File: src/rtl/panel_pkg.sv
// Shared definitions for the 5x7 column-multiplexed LED panel bus.
// Used by the receive-side frame capture block and by the driver-side bench.
//   PANEL_ROWS / PANEL_COLS : panel geometry
//   cap_state_e             : capture FSM states
//   col_class_e             : classification of a stable column strobe pattern
//   is_onehot / col_index   : strobe decoding helpers
package panel_pkg;

  localparam int PANEL_ROWS  = 5;
  localparam int PANEL_COLS  = 7;
  localparam int FRAME_BITS  = PANEL_ROWS * PANEL_COLS;

  typedef enum logic {
    HUNT    = 1'b0,
    COLLECT = 1'b1
  } cap_state_e;

  typedef enum logic [1:0] {
    COL_BLANK  = 2'd0,
    COL_ONEHOT = 2'd1,
    COL_MULTI  = 2'd2
  } col_class_e;

  // Exactly one strobe set: non-zero and clearing the lowest set bit leaves nothing.
  function automatic logic is_onehot(input logic [PANEL_COLS-1:0] c);
    return (c != '0) && ((c & (c - PANEL_COLS'(1))) == '0);
  endfunction

  // Index of the highest set strobe; only meaningful for one-hot inputs.
  function automatic logic [2:0] col_index(input logic [PANEL_COLS-1:0] c);
    logic [2:0] idx;
    idx = '0;
    for (int i = 0; i < PANEL_COLS; i++) begin
      if (c[i]) idx = 3'(i);
    end
    return idx;
  endfunction

  function automatic col_class_e col_classify(input logic [PANEL_COLS-1:0] c);
    col_class_e cls;
    if (c == '0)          cls = COL_BLANK;
    else if (is_onehot(c)) cls = COL_ONEHOT;
    else                  cls = COL_MULTI;
    return cls;
  endfunction

endpackage

File: src/rtl/sample_filter.sv
// Input synchronizer and stability filter for an asynchronous parallel bus.
// A pattern must be seen unchanged for STABLE_CYCLES consecutive compares
// before it is accepted; accept_o pulses once per held pattern.
//   clk_i     : system clock
//   rst_n_i   : asynchronous active-low reset
//   din_i     : raw asynchronous bus
//   sample_o  : synchronized bus sample
//   accept_o  : one-cycle strobe, sample_o is the accepted pattern
module sample_filter #(
  parameter int WIDTH         = 12,
  parameter int STABLE_CYCLES = 4
) (
  input  logic             clk_i,
  input  logic             rst_n_i,
  input  logic [WIDTH-1:0] din_i,
  output logic [WIDTH-1:0] sample_o,
  output logic             accept_o
);

  localparam int            CW      = $clog2(STABLE_CYCLES + 1);
  localparam logic [CW-1:0] CNT_MAX = CW'(STABLE_CYCLES);

  logic [WIDTH-1:0] sync1_q, sync2_q, prev_q;
  logic [CW-1:0]    cnt_q;
  logic             same;

  assign same     = (sync2_q == prev_q);
  assign sample_o = sync2_q;
  // Fires only on the step into saturation, so a held pattern is accepted once.
  assign accept_o = same && (cnt_q == CNT_MAX - CW'(1));

  always_ff @(posedge clk_i or negedge rst_n_i) begin
    if (!rst_n_i) begin
      sync1_q <= '0;
      sync2_q <= '0;
      prev_q  <= '0;
      cnt_q   <= '0;
    end else begin
      sync1_q <= din_i;
      sync2_q <= sync1_q;
      prev_q  <= sync2_q;
      if (!same)                cnt_q <= '0;
      else if (cnt_q != CNT_MAX) cnt_q <= cnt_q + CW'(1);
    end
  end

endmodule

File: src/rtl/matrix_frame_capture.sv
// Receive-side decoder for the column-multiplexed 5x7 LED panel bus.
// Filters the scanned strobes/rows and rebuilds the full 35-pixel frame.
//   clk         : system clock
//   rst_n       : asynchronous active-low reset
//   col         : column strobes C6..C0 (async, expected one-hot)
//   row         : row data L4..L0 for the strobed column (async)
//   frame       : last complete frame, bit c*5+r = row r of column c
//   frame_valid : one-cycle pulse when frame is updated
//   frame_error : one-cycle pulse on scan-order or one-hot violation
//   frame_count : completed frames, wraps at 256
//
// state   | meaning
// HUNT    | waiting for column 0 to start a frame
// COLLECT | columns 0..exp_col-1 stored in shadow, expecting exp_col next
module matrix_frame_capture
  import panel_pkg::*;
#(
  parameter int STABLE_CYCLES = 4
) (
  input  logic                  clk,
  input  logic                  rst_n,
  input  logic [PANEL_COLS-1:0] col,
  input  logic [PANEL_ROWS-1:0] row,
  output logic [FRAME_BITS-1:0] frame,
  output logic                  frame_valid,
  output logic                  frame_error,
  output logic [7:0]            frame_count
);

  localparam int         SW       = PANEL_COLS + PANEL_ROWS;
  localparam logic [2:0] LAST_COL = 3'(PANEL_COLS - 1);

  logic [SW-1:0]         sample;
  logic                  accept;
  logic [PANEL_COLS-1:0] s_col;
  logic [PANEL_ROWS-1:0] s_row;
  col_class_e            s_class;
  logic [2:0]            s_idx;

  cap_state_e            state_q;
  logic [2:0]            exp_col_q;
  logic [FRAME_BITS-1:0] shadow_q;
  logic [FRAME_BITS-1:0] frame_q;
  logic                  frame_valid_q;
  logic                  frame_error_q;
  logic [7:0]            frame_count_q;

  sample_filter #(
    .WIDTH         (SW),
    .STABLE_CYCLES (STABLE_CYCLES)
  ) u_filter (
    .clk_i    (clk),
    .rst_n_i  (rst_n),
    .din_i    ({col, row}),
    .sample_o (sample),
    .accept_o (accept)
  );

  assign s_col   = sample[SW-1:PANEL_ROWS];
  assign s_row   = sample[PANEL_ROWS-1:0];
  assign s_class = col_classify(s_col);
  assign s_idx   = col_index(s_col);

  always_ff @(posedge clk or negedge rst_n) begin
    if (!rst_n) begin
      state_q       <= HUNT;
      exp_col_q     <= '0;
      shadow_q      <= '0;
      frame_q       <= '0;
      frame_valid_q <= 1'b0;
      frame_error_q <= 1'b0;
      frame_count_q <= '0;
    end else begin
      frame_valid_q <= 1'b0;
      frame_error_q <= 1'b0;
      if (accept) begin
        case (state_q)
          HUNT: begin
            if (s_class == COL_ONEHOT && s_idx == 3'd0) begin
              shadow_q  <= {{(FRAME_BITS-PANEL_ROWS){1'b0}}, s_row};
              exp_col_q <= 3'd1;
              state_q   <= COLLECT;
            end else if (s_class == COL_MULTI) begin
              frame_error_q <= 1'b1;
            end
          end
          COLLECT: begin
            case (s_class)
              COL_ONEHOT: begin
                if (s_idx == exp_col_q) begin
                  shadow_q[int'(s_idx)*PANEL_ROWS +: PANEL_ROWS] <= s_row;
                  exp_col_q <= exp_col_q + 3'd1;
                  if (s_idx == LAST_COL) begin
                    // Last column bypasses the shadow so the frame lands whole.
                    frame_q       <= {s_row, shadow_q[FRAME_BITS-PANEL_ROWS-1:0]};
                    frame_valid_q <= 1'b1;
                    frame_count_q <= frame_count_q + 8'd1;
                    exp_col_q     <= '0;
                    state_q       <= HUNT;
                  end
                end else if (s_idx == 3'd0) begin
                  // Early restart: treat as the start of a new frame.
                  frame_error_q <= 1'b1;
                  shadow_q      <= {{(FRAME_BITS-PANEL_ROWS){1'b0}}, s_row};
                  exp_col_q     <= 3'd1;
                end else begin
                  frame_error_q <= 1'b1;
                  exp_col_q     <= '0;
                  state_q       <= HUNT;
                end
              end
              COL_BLANK: begin
                exp_col_q <= '0;
                state_q   <= HUNT;
              end
              default: begin
                frame_error_q <= 1'b1;
                exp_col_q     <= '0;
                state_q       <= HUNT;
              end
            endcase
          end
          default: state_q <= HUNT;
        endcase
      end
    end
  end

  assign frame       = frame_q;
  assign frame_valid = frame_valid_q;
  assign frame_error = frame_error_q;
  assign frame_count = frame_count_q;

endmodule

File: config.mk
export PLATFORM = sky130hd
export DESIGN_NAME = matrix_frame_capture
export DESIGN_NICKNAME = d
export VERILOG_FILES = /design/src/rtl/panel_pkg.sv /design/src/rtl/sample_filter.sv /design/src/rtl/matrix_frame_capture.sv
export SDC_FILE = /design/constraint.sdc
export NUM_CORES = 1
export LEC_CHECK = 0
export CAP_MARGIN = 40
export CORE_MARGIN = 2
export CORE_UTILIZATION = 50
export CTS_CLUSTER_SIZE = 14
export DETAILED_ROUTE_END_ITERATION = 7
export PLACE_DENSITY = 0.77
export SYNTH_ARGS = -nofsm -noshare
export SYNTH_HDL_FRONTEND = slang
export SYNTH_SLANG_ARGS = --single-unit
File: constraint.sdc
create_clock -name clk -period 3.6 [get_ports clk]
set_input_delay 0.54 -clock clk [delete_from_list [all_inputs] [get_ports clk]]
set_output_delay 0.54 -clock clk [all_outputs]
set_load 0.02 [all_outputs]
==> results by group, run 1 <==
Routing
  – Final Routed Wirelength: 10.2 mm
  – Number of DRC violations after detailed-routing iteration 0: 152
  – Via-per-instance ratio: 5.42
  – Per-cell routed wire length: 16.7 µm
  – DRC errors left: 0
  – Vias after detailed routing: 3299
  – Antenna violation net count after detailed routing: 0
  – Detailed-routing iteration count for the pre-antenna-repair pass: 4

STA
  – Final setup violation count: 0
  – Max-slew violation count: 0
  – Hold violation total from the final report: 0
  – Worst clock skew: 0.0130 ns
  – Summed negative setup slack over all endpoints: 0 ns
  – Final critical-path share of the clock period: 88.9%
  – Max Clk Rate: 312 MHz
  – Clock period minus final worst setup slack: 3.20 ns
  – Relative max-transition margin: 54.6%
  – Transition at the pin with the smallest max-transition slack: 0.680 ns
  – Setup repair after global routing missed its margin: no
  – Worst path setup slack after routing: 0.399 ns
  – Tightest hold margin: 0.0712 ns

Clock network
  – Clock sink count: 118
  – Master cell of the clock root buffer: clkbuf_8
  – Number of buffers created by CTS: 17
  – Post CTS Setup Buffer Count: 0
  – Maximum buffer depth of the clock tree: 2
  – Total number of H-tree levels: 4
  – Clock tree from TritonCTS: yes
  – Resized cells post-CTS: 0
  – Clock slew seen by the registers of the worst setup and hold paths: 0.06 ns
  – Worst-skew pair later-pin latency: 0.51 ns
  – Cts-stage hold buffer count: 0

Critical path
  – Type of destination of the critical path: register
  – Delay of the slowest cell on the worst path: 0.60 ns
  – Signal arrival time at the worst endpoint: 3.59 ns
  – CP max-delay cell: dfrtp_1
  – Endpoint required time on the critical path: 3.99 ns
  – Worst path depth: 8
  – Critical setup path kind: register to register
  – Combined buffer and inverter count along the critical path: 2
  – Critical Path Fanout Max: 13
  – Crit path launch type: register
  – Cell breakdown of the critical path: inv_1 > a221oi_4 > inv_1 > ha_1 > ha_1 > or4_4 > a21oi_4 > mux2_1
  – Family with the most delay on the worst path: compound AO/OA/AOI/OAI gates
  – Length in cells of the worst reg-to-reg path: 8

Global routing
  – Wire length of the first global-routing pass: 17.2 mm
  – Leftover overflow at the end of global routing: 0
  – Maximum number of pins on one net before global-route repair: 66
  – Global-route usage over all layers: 20.3%
  – Via count of the first global-routing pass: 3413
  – Number of antenna violations at the first check in global routing: 0

Place
  – Input/output buffers: 58
  – Final weighted congestion in routability-driven placement: 0.848
  – # placed instances: 577
  – DP Worst Slack: 0.409 ns
  – Half-perimeter wire length after detailed placement: 6.98 mm
  – Area post-placement: 5720 µm²

Synthesis
  – Number of enable-type register cells in the synthesized netlist: 0
  – Synthesized instance count: 399
  – Count of cell types in the netlist: 59
  – Post-Syn Area: 5040 µm²
  – Ys flop type: dfrtp_1
  – Total nets after synthesis: 423
  – Top cell type's share of synthesized area: 58.6%
  – Cell type contributing the most total cell area after synthesis: dfrtp_1
  – Count of synthesis-stage warnings from yosys: 0
  – Part of the Yosys area used for sequential elements: 58.6%
  – Largest cells by area after synthesis: dfrtp_1 59%, mux2_1 7.6%, inv_1 2.7%
  – Register bit count reported by yosys: 118
  – Async set or reset register ratio after synthesis: 100%
  – Syn avg cell area: 12.6 µm²

Status
  – Status: completed

Floorplanning
  – Overall die height: 104 µm
  – Standard-cell row count: 36
  – Die Area: 10900 µm²
  – Io pins: 59
  – Initial Util: 51.5%
  – Floorplan die width: 104 µm
  – Area of the core region: 9770 µm²

Final layout
  – Number of non-filler instances in the completed layout: 609
  – Share of layout cells above drive strength 1: 11.6%
  – Layout area overhead: 24.6%
  – Diodes inserted: 0
  – Fraction of the core area covered by cells at the end of the flow: 64.2%
  – Final net count: 487
  – Design area: 6280 µm²

Power
  – Clock network fraction of total power: 51.3%
  – Overall power of the completed layout: 3.05 mW
  – Switching part of the total: 22.4%
  – Power density normalized to cell area: 486 nW/µm²
  – Fraction of power consumed by sequential logic: 45.1%
  – Leakage power figure: 2.87 nW
  – Combinational share of power: 3.6%
  – Net load switching power: 0.685 mW
  – Peak supply drop: 0.000430 V
  – Internal cell power: 2.37 mW

Job
  – Max Cap Viol: 0

Min path
  – Class of the most critical hold timing path: input pin to asynchronous set/reset pin
## cell usage in the layout, fill, tap and decap left out, types with 6 or more instances in the layout
| master | instances |
|---|---|
| nand4_1 | 15 |
| a22o_1 | 7 |
| nor2_1 | 12 |
| nand3_1 | 10 |
| xnor2_1 | 11 |
| clkdlybuf4s50_1 | 57 |
| mux2_1 | 34 |
| o22ai_1 | 10 |
| mux2_2 | 8 |
| xor2_1 | 14 |
| inv_1 | 36 |
| ha_1 | 10 |
| nand2_1 | 17 |
| a21oi_1 | 9 |
| dfrtp_1 | 118 |
| nor3_1 | 6 |
| clkbuf_16 | 16 |
## synthesized netlist by cell type, types with 5 or more instances
master / number
nor2_1: 12
mux2_2: 8
a22o_1: 7
nand3_1: 10
o22ai_1: 10
ha_1: 10
nand2_1: 17
dfrtp_1: 118
nand4_1: 15
mux2i_1: 5
inv_1: 36
xnor2_1: 11
mux2_1: 34
buf_2: 7
nor3_1: 6
o221ai_1: 5
xor2_1: 14
a21oi_1: 9
## per-layer routing
layer	vias to the layer above	track usage [%]	share of wire, %	routed length (µm)
met5	-	0	0	0
met4	0	9.07	1.9	197
met1	1645	26.6	44	4490
li1	1549	-	-	-
met2	87	31.3	49	4960
met3	18	5.76	5.3	538
## layout make-up
type / count / area [µm²]
Sequential cell: 118 / 2950
Clock inverter: 13 / 134
Clock buffer: 19 / 422
Inverter: 36 / 135
Fill cell: 763 / 3500
Timing Repair Buffer: 61 / 613
Multi-Input combinational cell: 229 / 1850
Tap cell: 133 / 166
## sequential cells by signal, summed over array words and instances (netlist names), 3 cells and up
signal	flops
frame	35
shadow_q	30
u_filter.prev_q	12
u_filter.sample_o	12
u_filter.sync1_q	12
frame_count	8
exp_col_q	3
u_filter.cnt_q	3
## cell families (layout without fill, tap and decap cells)
logic type,after synthesis,after routing,share of synthesized area (%)
fa+ha+maj,11,11,2.68
buf+inv,52,129,4.59
flops,118,118,58.6
simple gates,92,92,10.9
mux,47,47,10.4
xor+xnor,25,25,4.35
compound gates,54,54,8.50
## power groups by stage
stage	logic, mW	clock network, mW	registers, mW
global placement	0.110	0	1.40
CTS	0.112	1.59	1.38
global route	0.127	1.66	1.38
finish	0.111	1.56	1.38
floorplan	0.0686	0	1.38
detailed placement	0.112	0	1.40
## path summary, 6_finish.rpt
path	startpoint	to	slack (ns)
worst max-delay path	u_filter.sample_o[10]	shadow_q[2]	0.40
worst min-delay path	rst_n	frame[22]	0.07
worst max register to register	u_filter.sample_o[10]	shadow_q[2]	0.40
worst min register to register	u_filter.sync1_q[4]	u_filter.sample_o[4]	0.34
max in group asynchronous	rst_n	frame[4]	2.77
min in group clk	u_filter.sync1_q[4]	u_filter.sample_o[4]	0.34
No activity file was read; power rests on OpenSTA's default activity.
==> inputs of run 2 (changes only) <==
--- a/config.mk
+++ b/config.mk
@@ -7,10 +7,10 @@
 export LEC_CHECK = 0
 export CAP_MARGIN = 40
 export CORE_MARGIN = 2
-export CORE_UTILIZATION = 50
+export CORE_UTILIZATION = 35
 export CTS_CLUSTER_SIZE = 14
 export DETAILED_ROUTE_END_ITERATION = 7
-export PLACE_DENSITY = 0.77
+export PLACE_DENSITY = 0.58
 export SYNTH_ARGS = -nofsm -noshare
 export SYNTH_HDL_FRONTEND = slang
 export SYNTH_SLANG_ARGS = --single-unit
==> constraint.sdc (replaced) <==
create_clock -name clk -period 3.6 [get_ports clk]
set_input_delay 0.54 -clock clk [delete_from_list [all_inputs] [get_ports clk]]
set_output_delay 0.54 -clock clk [all_outputs]
set_load 0.01 [all_outputs]
==> run 2 against run 1 <==
Net effect: core utilization shrank 19 points; largest cell class unchanged; via count down 0.52%; worst setup slack lost 0.0057 ns; critical path type unchanged; global-route usage decreased by 5.3 points.
==> results by group, run 2 (same netlist as run 1, synthesis figures left out) <==
Status
  – Status: completed

Power
  – Peak supply drop: 0.000418 V (-2.8%)
  – Leakage power figure: 2.89 nW (+0.82%)
  – Internal cell power: 2.45 mW (+3.7%)
  – Net load switching power: 0.665 mW (-2.9%)
  – Fraction of power consumed by sequential logic: 44.0% (-1.1 points)
  – Clock network fraction of total power: 52.2% (+0.9 points)
  – Combinational share of power: 3.8% (+0.2 points)
  – Switching part of the total: 21.3% (-1.1 points)
  – Power density normalized to cell area: 490 nW/µm² (+0.81%)

Routing
  – Per-cell routed wire length: 15.8 µm (-5.3%)
  – Wl on met1: 4.79 mm (+6.6%)
  – Vias after detailed routing: 3282 (-0.52%)
  – Number of DRC violations after detailed-routing iteration 0: 173 (+14%)
  – Via-per-instance ratio: 5.00 (-7.6%)
  – DRC errors left: 0 (unchanged)
  – Antenna violation net count after detailed routing: 0 (unchanged)
  – Routed wire length on met3: 517 µm (-3.9%)
  – Routed met2 length: 4.94 mm (-0.30%)
  – Uppermost metal layer occupied by signal nets: met4
  – Final Routed Wirelength: 10.4 mm (+2.0%)
  – Detailed-routing iteration count for the pre-antenna-repair pass: 5 (+1)

Critical path
  – Endpoint required time on the critical path: 3.89 ns (-0.10 ns)
  – Crit path launch type: register
  – Worst reg2reg setup slack: 0.39 ns (about the same)
  – Destination of the worst register-to-register timing path: shadow_q[1]
  – Critical Path Fanout Max: 13 (unchanged)
  – Length in cells of the worst reg-to-reg path: 8 (unchanged)
  – R2r startpoint: u_filter.sample_o[10]
  – Type of destination of the critical path: register
  – Signal arrival time at the worst endpoint: 3.50 ns (-0.09 ns)
  – Critical setup path kind: register to register

Floorplanning
  – Io pins: 59 (unchanged)
  – Initial Util: 36.0% (-16 points)
  – Die Area: 15400 µm² (+41%)
  – Floorplan die width: 124 µm (+19%)
  – Area of the core region: 14000 µm² (+43%)
  – Overall die height: 124 µm (+19%)
  – Standard-cell row count: 43 (+19%)

Place
  – Half-perimeter wire length after detailed placement: 7.21 mm (+3.4%)
  – Area post-placement: 5790 µm² (+1.2%)
  – Input/output buffers: 58 (unchanged)
  – # placed instances: 625 (+8.3%)
  – Final weighted congestion in routability-driven placement: 0.892 (+5.1%)

Min path
  – Class of the most critical hold timing path: input pin to asynchronous set/reset pin

Clock network
  – Clock tree from TritonCTS: yes
  – Post CTS Setup Buffer Count: 0 (unchanged)
  – Total number of H-tree levels: 4 (unchanged)
  – Clock sink count: 118 (unchanged)
  – Master cell of the clock root buffer: clkbuf_16
  – Cts-stage hold buffer count: 0 (unchanged)
  – Maximum buffer depth of the clock tree: 2 (unchanged)
  – Clock slew seen by the registers of the worst setup and hold paths: 0.05 ns (about the same)
  – Resized cells post-CTS: 0 (unchanged)
  – Number of buffers created by CTS: 17 (unchanged)
  – Worst-skew pair later-pin latency: 0.41 ns (-0.10 ns)

Global routing
  – Number of antenna violations at the first check in global routing: 0 (unchanged)
  – Wire length of the first global-routing pass: 17.3 mm (+0.56%)
  – Maximum number of pins on one net before global-route repair: 64 (-3.0%)
  – Via count of the first global-routing pass: 3388 (-0.73%)
  – Global-route usage over all layers: 14.9% (-5.3 points)
  – Leftover overflow at the end of global routing: 0 (unchanged)

Final layout
  – Most common library cell in the layout ignoring fill and taps: dfrtp_1
  – Design area: 6360 µm² (+1.4%)
  – Number of non-filler instances in the completed layout: 656 (+7.7%)
  – Diodes inserted: 0 (unchanged)
  – Commonest cells after routing, fill and taps aside: 118 x dfrtp_1, 57 x clkdlybuf4s50_1, 36 x inv_1, 34 x mux2_1
  – Layout area overhead: 26.3%
  – Share of layout cells above drive strength 1: 11.6% (unchanged)
  – Final net count: 488 (+0.21%)
  – Filler cell count in the final layout: 1286 (+69%)
  – Flip-flop count of the largest register after layout: 35 (unchanged)

STA
  – Final setup violation count: 0 (unchanged)
  – Worst clock skew: 0.00881 ns (-0.00419 ns)
  – Final critical-path share of the clock period: 89.1% (+0.16 points)
  – Hold violation total from the final report: 0 (unchanged)
  – Clock period minus final worst setup slack: 3.21 ns (+0.00568 ns)
  – Max-slew violation count: 0 (unchanged)
  – Transition at the pin with the smallest max-transition slack: 0.821 ns (+0.140 ns)
  – Tightest hold margin: 0.217 ns (+0.146 ns)
  – Max Clk Rate: 312 MHz (-0.18%)
  – Relative max-transition margin: 45.3% (-9.3 points)
  – Summed negative setup slack over all endpoints: 0 ns (unchanged)
  – Setup repair after global routing missed its margin: no

Job
  – Max Cap Viol: 0 (unchanged)
## run 2: power by group through the flow
stage | Clock (mW) | Combinational [mW] | Sequential (mW)
final | 1.63 | 0.118 | 1.37
after global routing | 1.72 | 0.134 | 1.37
after CTS | 1.67 | 0.121 | 1.37
after detailed placement | 0 | 0.120 | 1.39
after global placement | 0 | 0.118 | 1.39
after floorplan | 0 | 0.0686 | 1.38
## run 2: worst max-delay path: stages (launching register included)
cell      delay, ns
dfrtp_1        0.59
inv_1          0.14
a221oi_4       0.48
inv_1          0.13
ha_1           0.23
ha_1           0.36
or4_4          0.58
a21oi_4        0.24
mux2_1         0.34
## run 2: cell type report
class,count,area (µm²),area share (%)
Tap cell,180,225,3.54
Inverter,36,135,2.12
Timing Repair Buffer,62,621,9.75
Clock buffer,22,474,7.45
Sequential cell,118,2950,46.4
Multi-Input combinational cell,229,1850,29.1
Clock inverter,9,101,1.59
## run 2: routing by layer
metal  GRT usage (%)  vias to the layer above
li1                -                     1548
met1            19.6                     1643
met2            23.3                       79
met3            4.95                       12
met4            4.92                        0
met5               0                        -
## run 2: how the worst max path moves through the flow
| stage | startpoint | to | slack [ns] |
|---|---|---|---|
| floorplan | u_filter.sample_o[7] | shadow_q[0] | 0.72 |
| global placement | u_filter.sample_o[10] | shadow_q[1] | 0.56 |
| detailed placement | u_filter.sample_o[10] | shadow_q[1] | 0.41 |
| CTS | u_filter.sample_o[10] | shadow_q[1] | 0.40 |
| global route | u_filter.sample_o[10] | shadow_q[1] | 0.21 |
| finish | u_filter.sample_o[10] | shadow_q[1] | 0.39 |
## run 2: metrics by stage
stage / worst slack, ns / util, % / power [mW]
after floorplan: 0.717 / - / 1.45
after global routing: 0.209 / 45.5 / 3.23
after global placement: 0.556 / 41.4 / 1.51
after CTS: 0.396 / 45.5 / 3.16
after detailed placement: 0.409 / 41.4 / 1.51
final: 0.393 / 45.5 / 3.12
